## src/rtl/fetch_unit.sv

```systemverilog
`default_nettype none
// ============================================================================
//  Module   : fetch_unit
//  Purpose  : Instruction fetch stage. Walks a 64-bit PC, issues one
//             outstanding request at a time to IMEM, buffers returned words
//             in a small FIFO and hands them to dispatch as single-cycle
//             out_fetch_done pulses. Accepts branch redirects and stops
//             fetching after an HLT word.
//  Ports    : in_clk / in_rst_n (sync, active-low)  clock and reset
//             in_stall                             dispatch back-pressure
//             in_redirect_valid / in_redirect_pc   branch redirect
//             out_imem_req / out_imem_addr         IMEM request pulse + addr
//             in_imem_valid / in_imem_data         IMEM response
//             out_fetch_insnbits / out_fetch_pc    word + PC to dispatch
//             out_fetch_done                       delivery strobe
//             out_halted                           HLT fetched, idle
//             out_fifo_count                       buffered entries
//  Options  : FETCH_NOP_DROP_EN - when defined, NOP words (32'hD503201F)
//             are discarded instead of being delivered.
//  Revision : 1.0 - initial release
// ============================================================================

`ifndef INSNBITS_SIZE
`define INSNBITS_SIZE 32
`endif

module fetch_unit #(
    parameter int          FIFO_DEPTH = 4,
    parameter logic [63:0] RESET_PC   = 64'h0
) (
    input  logic                          in_clk,
    input  logic                          in_rst_n,
    input  logic                          in_stall,
    input  logic                          in_redirect_valid,
    input  logic [63:0]                   in_redirect_pc,
    output logic                          out_imem_req,
    output logic [63:0]                   out_imem_addr,
    input  logic                          in_imem_valid,
    input  logic [`INSNBITS_SIZE-1:0]     in_imem_data,
    output logic [`INSNBITS_SIZE-1:0]     out_fetch_insnbits,
    output logic [63:0]                   out_fetch_pc,
    output logic                          out_fetch_done,
    output logic                          out_halted,
    output logic [$clog2(FIFO_DEPTH):0]   out_fifo_count
);

    localparam int c_insn_w  = `INSNBITS_SIZE;
    localparam int c_ptr_w   = $clog2(FIFO_DEPTH);
    localparam int c_cnt_w   = c_ptr_w + 1;
    localparam int c_entry_w = 64 + c_insn_w;
    localparam logic [c_cnt_w-1:0] c_depth = c_cnt_w'(FIFO_DEPTH);

    typedef enum logic [1:0] {
        ST_FETCH = 2'd0,
        ST_WAIT  = 2'd1,
        ST_DRAIN = 2'd2,
        ST_HALT  = 2'd3
    } state_t;

    state_t                 state_q,  state_d;
    logic [63:0]            pc_q,     pc_d;
    logic [c_ptr_w-1:0]     rd_ptr_q, rd_ptr_d;
    logic [c_ptr_w-1:0]     wr_ptr_q, wr_ptr_d;
    logic [c_cnt_w-1:0]     count_q,  count_d;
    logic                   req_q,    req_d;
    logic [63:0]            addr_q,   addr_d;
    logic                   done_q,   done_d;
    logic [c_insn_w-1:0]    insn_q,   insn_d;
    logic [63:0]            fpc_q,    fpc_d;
    logic                   halted_q, halted_d;
    logic [c_entry_w-1:0]   fifo_mem_q [FIFO_DEPTH];
    logic [c_entry_w-1:0]   fifo_mem_d [FIFO_DEPTH];

    logic w_is_hlt;
    logic w_is_nop;
    logic w_take;   // response accepted and destined for dispatch
    logic w_push;
    logic w_pop;

    assign w_is_hlt = (in_imem_data[31:21] == 11'b11010100010) &&
                      (in_imem_data[4:0] == 5'b00000);

`ifdef FETCH_NOP_DROP_EN
    assign w_is_nop = (in_imem_data[31:0] == 32'hD503201F);
`else
    assign w_is_nop = 1'b0;
`endif

    always_comb begin
        state_d    = state_q;
        pc_d       = pc_q;
        rd_ptr_d   = rd_ptr_q;
        wr_ptr_d   = wr_ptr_q;
        count_d    = count_q;
        done_d     = 1'b0;
        insn_d     = insn_q;
        fpc_d      = fpc_q;
        fifo_mem_d = fifo_mem_q;
        w_take     = 1'b0;
        w_push     = 1'b0;
        w_pop      = 1'b0;

        if (in_redirect_valid) begin
            pc_d     = in_redirect_pc;
            rd_ptr_d = '0;
            wr_ptr_d = '0;
            count_d  = '0;
            // A request still in flight (issued this cycle, or awaited and
            // not answered now) must be drained before the next one goes out.
            if (((state_q == ST_WAIT || state_q == ST_DRAIN) && !in_imem_valid) ||
                (state_q == ST_FETCH && req_q)) begin
                state_d = ST_DRAIN;
            end else begin
                state_d = ST_FETCH;
            end
        end else begin
            case (state_q)
                ST_FETCH: begin
                    // req_q high means the request is on the bus this cycle
                    if (req_q) begin
                        state_d = ST_WAIT;
                    end
                end
                ST_WAIT: begin
                    if (in_imem_valid) begin
                        pc_d    = pc_q + 64'd4;
                        w_take  = !w_is_nop;
                        state_d = w_is_hlt ? ST_HALT : ST_FETCH;
                    end
                end
                ST_DRAIN: begin
                    if (in_imem_valid) begin
                        state_d = ST_FETCH;
                    end
                end
                default: begin
                    state_d = ST_HALT;
                end
            endcase

            // Dispatch side: the head wins; an empty FIFO is bypassed.
            if (!in_stall && count_q != '0) begin
                w_pop  = 1'b1;
                done_d = 1'b1;
                fpc_d  = fifo_mem_q[rd_ptr_q][c_entry_w-1:c_insn_w];
                insn_d = fifo_mem_q[rd_ptr_q][c_insn_w-1:0];
            end else if (!in_stall && w_take) begin
                done_d = 1'b1;
                fpc_d  = pc_q;
                insn_d = in_imem_data;
            end
            w_push = w_take && (in_stall || count_q != '0);

            if (w_push) begin
                fifo_mem_d[wr_ptr_q] = {pc_q, in_imem_data};
                wr_ptr_d             = wr_ptr_q + c_ptr_w'(1);
            end
            if (w_pop) begin
                rd_ptr_d = rd_ptr_q + c_ptr_w'(1);
            end
            count_d = count_q + c_cnt_w'(w_push) - c_cnt_w'(w_pop);
        end
    end

    // The request strobe is registered from next-state values so a request
    // goes out in the first cycle the FSM sits in FETCH with room to spare.
    assign req_d    = (state_d == ST_FETCH) && (count_d < c_depth);
    assign addr_d   = pc_d;
    assign halted_d = (state_d == ST_HALT);

    always_ff @(posedge in_clk) begin
        if (!in_rst_n) begin
            state_q  <= ST_FETCH;
            pc_q     <= RESET_PC;
            rd_ptr_q <= '0;
            wr_ptr_q <= '0;
            count_q  <= '0;
            req_q    <= 1'b0;
            addr_q   <= '0;
            done_q   <= 1'b0;
            insn_q   <= '0;
            fpc_q    <= '0;
            halted_q <= 1'b0;
        end else begin
            state_q  <= state_d;
            pc_q     <= pc_d;
            rd_ptr_q <= rd_ptr_d;
            wr_ptr_q <= wr_ptr_d;
            count_q  <= count_d;
            req_q    <= req_d;
            addr_q   <= addr_d;
            done_q   <= done_d;
            insn_q   <= insn_d;
            fpc_q    <= fpc_d;
            halted_q <= halted_d;
        end
    end

    // Buffer storage needs no reset: occupancy is tracked by the pointers.
    always_ff @(posedge in_clk) begin
        fifo_mem_q <= fifo_mem_d;
    end

    assign out_imem_req       = req_q;
    assign out_imem_addr      = addr_q;
    assign out_fetch_done     = done_q;
    assign out_fetch_insnbits = insn_q;
    assign out_fetch_pc       = fpc_q;
    assign out_halted         = halted_q;
    assign out_fifo_count     = count_q;

endmodule

`default_nettype wire

```

## config.mk

```make
export PLATFORM = sky130hd
export DESIGN_NAME = fetch_unit
export DESIGN_NICKNAME = d
export VERILOG_FILES = /design/src/rtl/fetch_unit.sv
export SDC_FILE = /design/constraint.sdc
export NUM_CORES = 1
export LEC_CHECK = 0
export CAP_MARGIN = 25
export CELL_PAD_IN_SITES_DETAIL_PLACEMENT = 1
export CELL_PAD_IN_SITES_GLOBAL_PLACEMENT = 1
export CORE_ASPECT_RATIO = 0.8
export CORE_MARGIN = 4
export CORE_UTILIZATION = 42
export CTS_BUF_LIST = sky130_fd_sc_hd__clkbuf_16
export CTS_CLUSTER_SIZE = 14
export DETAILED_ROUTE_END_ITERATION = 8
export GPL_ROUTABILITY_DRIVEN = 0
export PLACE_DENSITY_LB_ADDON = 0.05
export SYNTH_ARGS = -nofsm -noshare
export SYNTH_HDL_FRONTEND = slang
export SYNTH_SLANG_ARGS = --single-unit
```

## constraint.sdc

```tcl
create_clock -name in_clk -period 4.6 [get_ports in_clk]
set_clock_uncertainty 0.2 [all_clocks]
set_input_delay 1.15 -clock in_clk [delete_from_list [all_inputs] [get_ports in_clk]]
set_output_delay 1.15 -clock in_clk [all_outputs]
set_load 0.02 [all_outputs]
```

---- Word level (Yosys, flattened, before mapping) ----
Index checks and enable logic that the tools add are counted.
storage, ports and cells
  logic and storage cells ................. 83
  flip-flop bits (word level) ............. 556
  bits of input ports ..................... 101
  output and inout bits ................... 166
cells by class
  bitwise gates (word level) .............. 4
  equal/unequal tests ..................... 4
  reductions and logical operators ........ 24
  mux-type cells .......................... 28
  add/subtract/negate cells ............... 5
  $lt $le $gt $ge ......................... 4
operators with widths
  cell                   count
  $bwmux 384             1
  $mux 64                5
  $mux 96                3
  $bmux 96 s2            1
  $demux 96 s2           1
  $add 64x3->64 const B  1
  $mux 32                2
  $mux 2                 6
  $eq 11x11->1 const B   1
  $logic_and 1x1->1      8
  $mux 1                 7
  $ge 3x3->1 const B     2
  $not 2->3              2
  $pmux 2 s3             1
  $reduce_and 2->1       3
  $reduce_bool 2->1      3
  $logic_not 5->1        1
  $add 2x1->2 const B    2
  $eq 2x2->1 const B     2
  $logic_not 2->1        2
  $add 3x1->3            1
  $logic_or 1x1->1       3
  $lt 3x1->1 const B     1
  $lt 3x3->1 const B     1
  other kinds (7)        9

---- Logic depth before layout (Yosys ltp) ----
  depth after elaboration ................. 9
  depth in mapped cells ................... 14
  depth with buffers taken out ............ 12

---- Worst setup path after synthesis ----
OpenSTA, ideal clock, no wires.
  path type ............................... input-to-reg
  start ................................... in in_imem_valid
  end ..................................... reg fifo_mem_q[0] (netlist bit), enable pin
  data required time ...................... 3.934 ns
  library setup time ...................... 0.466 ns
  slack ................................... -0.009 ns
  buffers on the path ..................... 0
  arrival time ............................ 3.943 ns
  stages on the path ...................... 4
  cell sequence ........................... nand2_1 o21bai_1 nor2_1 and2_1
between the ends
  cells in the longest elaborated chain, start to end .. 5
ends and longest elaborated chain
  item                               line  text
  start, declared                    38    input logic in_imem_valid,
  $mux 1                             125   if (in_imem_valid) begin
  $mux 1                             117   case (state_q)
  $mux 1                             103   if (in_redirect_valid) begin
  $logic_and 1x1->1                  152   w_push = w_take && (in_stall || count_q != '0);
  $reduce_and 2->1 (no source line)  n/a
  end signal, assigned               201   fifo_mem_q <= fifo_mem_d;
  end, declared                      71    logic [c_entry_w-1:0] fifo_mem_q [FIFO_DEPTH];
Every way passes these cells. The select of a mux whose other input is x is not followed.
A chain may end at the register's enable or synchronous reset.

---- Final worst setup path ----
  start ................................... in in_imem_valid
  end ..................................... reg addr_q[41] (netlist: out_imem_addr[41])
between the ends
  cells in the longest elaborated chain, start to end .. 2
ends and longest elaborated chain
  item                                line  text
  $reduce_bool 2->1 (no source line)  n/a
  $reduce_and 2->1 (no source line)   n/a
  end signal, assigned                191   addr_q <= addr_d;
  end, declared                       66    logic [63:0] addr_q, addr_d;
Every way passes these cells.

==> results.yml <==
status:
  status: "finished clean"
global_route:
  grt_max_degree: 97
  grt_first_pass_wirelength_um: 96400
  grt-ovfl-total: 0
  antenna_found_initial: 0
  grt_usage_pct: 22.1
  grt_pass1_vias: 15200
yosys:
  synth_top_family_by_area: "compound AO/OA/AOI/OAI gates"
  ys_seq_area_share_pct: 67.3
  synth_mux_area_share_pct: 9.90
  async_flop_share_pct: 0
  synth_nets: 1596
  yosys_warnings: 0
  synth_fa_ha_area_share_pct: 0.709
  synth_compound_area_share_pct: 10.6
  syn_area_um2: 22200
  synth_edf_count: 384
  ys_ff_latch: 556
  avgSynthCellArea_um2: 15.0
  synth-simple-area-share_pct: 7.44
  netlist_instances: 1483
  ys_types: 55
  ys.flop_type: "edfxtp_1"
  synth_xor_area_share_pct: 1.58
clock_network:
  cts-buffers-inserted: 56
  cts_sinks: 556
  cts-root-buf: "clkbuf_16"
  clk_latency_ns: 0.60
  cts_resized: 0
  htreeDepth: 2
  cts_hold_buf: 0
  clk_pin_slew_ns: 0.06
  postCtsSetupRepairBufs: 0
  cts_buffer_depth: 3
  cts_tree: "yes"
place:
  io_buffers: 266
  dp.final_hpwl_um: 38400
hold_path:
  min-delay-path-class: "flip-flop to flip-flop"
timing:
  worst_pin_slew_ns: 0.977
  final.period_utilization_pct: 77.0
  tns_ns: 0
  max_freq_ghz: 0.282
  rsz0062_at_grt: "no"
  layout_min_cycle_time_ns: 3.54
  finalHoldViolCount: 0
  slew_headroom_pct: 34.8
  final_max_slew_viol_count: 0
  setup_viol: 0
setup_path:
  cp-end-kind: "flip-flop"
  cpLargestDelayFamily: "simple AND/OR/NAND/NOR gates"
  crit_required_ns: 4.91
  start_kind: "input pin"
  cp_cell_sequence: "clkdlybuf4s50_1, nand4_1, buf_4, or3_1, or4_4, or4_1, a31oi_1"
  cpPeakStageDelay_ns: 0.68
  cp_slowest_cell: "clkdlybuf4s50_1"
  path_buf_inv: 2
  path_class: "input pin to flip-flop"
  cp_data_arrival_time_ns: 3.85
  critPathMaxFanout: 20
detailed_routing:
  drt_iter0_drc: 977
  wl_um: 63000
  via_count: 14200
  viasPerCell: 5.76
  drc_errors: 0
  drt-pass1-iter-count: 5
  wl_per_cell_um: 25.6
  postRouteAntennaNets: 0
die:
  rows: 75
  start_util_pct: 42.5
  coreArea_um2: 52400
  io_pins: 267
  dieHeight_um: 214
  die-area_um2: 56700
  die_w_um: 265
layout:
  syn2layout_area_growth_pct: 24.1
  drive_gt1_share_pct: 13.0
  final_cell_mix: "384 x edfxtp_1, 264 x clkdlybuf4s50_1, 170 x dfxtp_1"
  final_nets: 1839
  final_common_cell: "edfxtp_1"
pwr:
  power.density_nw_per_um2: 379
  p_sw_share_pct: 22.0
  p_clk_share_pct: 42.5
  seqPwrFrac_pct: 52.9
  p_comb_share_pct: 4.7
  p_total_mw: 10.5
  irDropWorstVdd_mv: 0.291
  switchingPower_mw: 2.30
  p_leak_nw: 8.62
  p_int_mw: 8.15
flow_run:
  maxCapViolations: 0
## cells by family after synthesis
family                   after synthesis
AO/OA/AOI/OAI                        319
AND/OR/NAND/NOR                      317
multiplexers                         100
XOR/XNOR                              40
adder cells (fa/ha/maj)               12
buffers and inverters                139
flip-flops                           556
## power groups by stage
| stage | logic, mW | registers, mW | clock network [mW] |
|---|---|---|---|
| after detailed placement | 0.491 | 5.63 | 0 |
| after global routing | 0.527 | 5.54 | 4.78 |
| after global placement | 0.487 | 5.63 | 0 |
| after CTS | 0.495 | 5.52 | 4.56 |
| final | 0.489 | 5.52 | 4.44 |
| after floorplan | 0.163 | 5.64 | 0 |
## flip-flops by register name (all words and copies together) (netlist names)
| name | cells |
|---|---|
| out_halted | 1 |
| out_fifo_count | 3 |
| out_fetch_insnbits | 32 |
| fifo_mem_q | 384 |
| out_fetch_done | 1 |
| wr_ptr_q | 2 |
| state_q | 2 |
| out_imem_req | 1 |
| out_fetch_pc | 64 |
| rd_ptr_q | 2 |
| out_imem_addr | 64 |
## synthesized netlist by cell type, types with 2 or more instances
cell      instances  area [um^2]
a211oi_1          6         45.0
a21boi_0         96          721
a21oi_1          23          115
a311oi_1          4         35.0
a31oi_1          12         75.1
and2_1           18          113
and3_1            7         43.8
and4_1           11         96.3
buf_1            11         41.3
buf_2             3         15.0
clkbuf_1        102          383
dfxtp_1         172         3440
edfxtp_1        384        11500
ha_1             11          138
inv_1            20         75.1
mux2i_1           4         40.0
mux4_2           96         2160
nand2_1         135          507
nand2b_1          9         56.3
nand3_1          19         95.1
nand4_1          14         87.6
nor2_1           18         67.6
nor2b_1           9         56.3
nor3_1           22          110
nor3b_1           5         37.5
nor4_1           17          106
nor4b_1           7         61.3
o211a_1          10          100
o21ai_0          51          255
o21bai_1          2         15.0
o221ai_1         96          841
o311a_1           5         50.1
o31ai_1           8         60.1
or3_1             7         43.8
or4_1            10         75.1
or4_4             2         22.5
xnor2_1          34          298
xor2_1            6         52.6
## per-stage QoR
stage / std cells / utilization, % / hold slack (ns) / setup WS (ns) / instance area (um^2)
floorplan: 1483 / - / 0.318 / 1.06 / 22200
global placement: 2361 / 49.3 / 0.251 / 0.494 / 25800
detailed placement: 2361 / 49.3 / 0.260 / 0.471 / 25800
CTS: 2465 / 52.7 / 0.268 / 1.11 / 27600
global route: 2465 / 52.7 / 0.279 / 0.955 / 27600
finish: 2466 / 52.7 / 0.263 / 1.06 / 27600
## metal layers
metal	vias up	track usage, %	wire [um]
met3	60	3.67	3270
met5	-	0	0
met1	7489	32.4	29000
li1	6357	-	-
met2	306	35.8	30000
met4	0	4.06	816
## worst paths after layout
path,startpoint,slack (ns),cells after the start,end
setup / recovery,in_imem_valid,1.06,7,out_imem_addr[41]
hold / removal,out_fetch_insnbits[9],0.26,2,out_fetch_insnbits[9]
setup reg to reg,out_fifo_count[1],1.31,10,out_imem_req
hold reg to reg,out_fetch_insnbits[9],0.26,2,out_fetch_insnbits[9]
## area by class of cell
cell class                      instances  area, um^2
Antenna cell                            1        2.50
Clock buffer                           57        1430
Clock inverter                         47         339
Fill cell                            4997       24800
Inverter                               21        78.8
Multi-Input combinational cell        788        6770
Sequential cell                       556       15000
Tap cell                              693         867
Timing Repair Buffer                  303        3130
## tightest hold or removal path, delay by kind of cell, from the launching register on
| family | cells | cell delay [ns] |
|---|---|---|
| flops | 1 | 0.31 |
| compound gates | 1 | 0.06 |
| simple gates | 1 | 0.05 |
No activity file was read; power rests on OpenSTA's default activity.
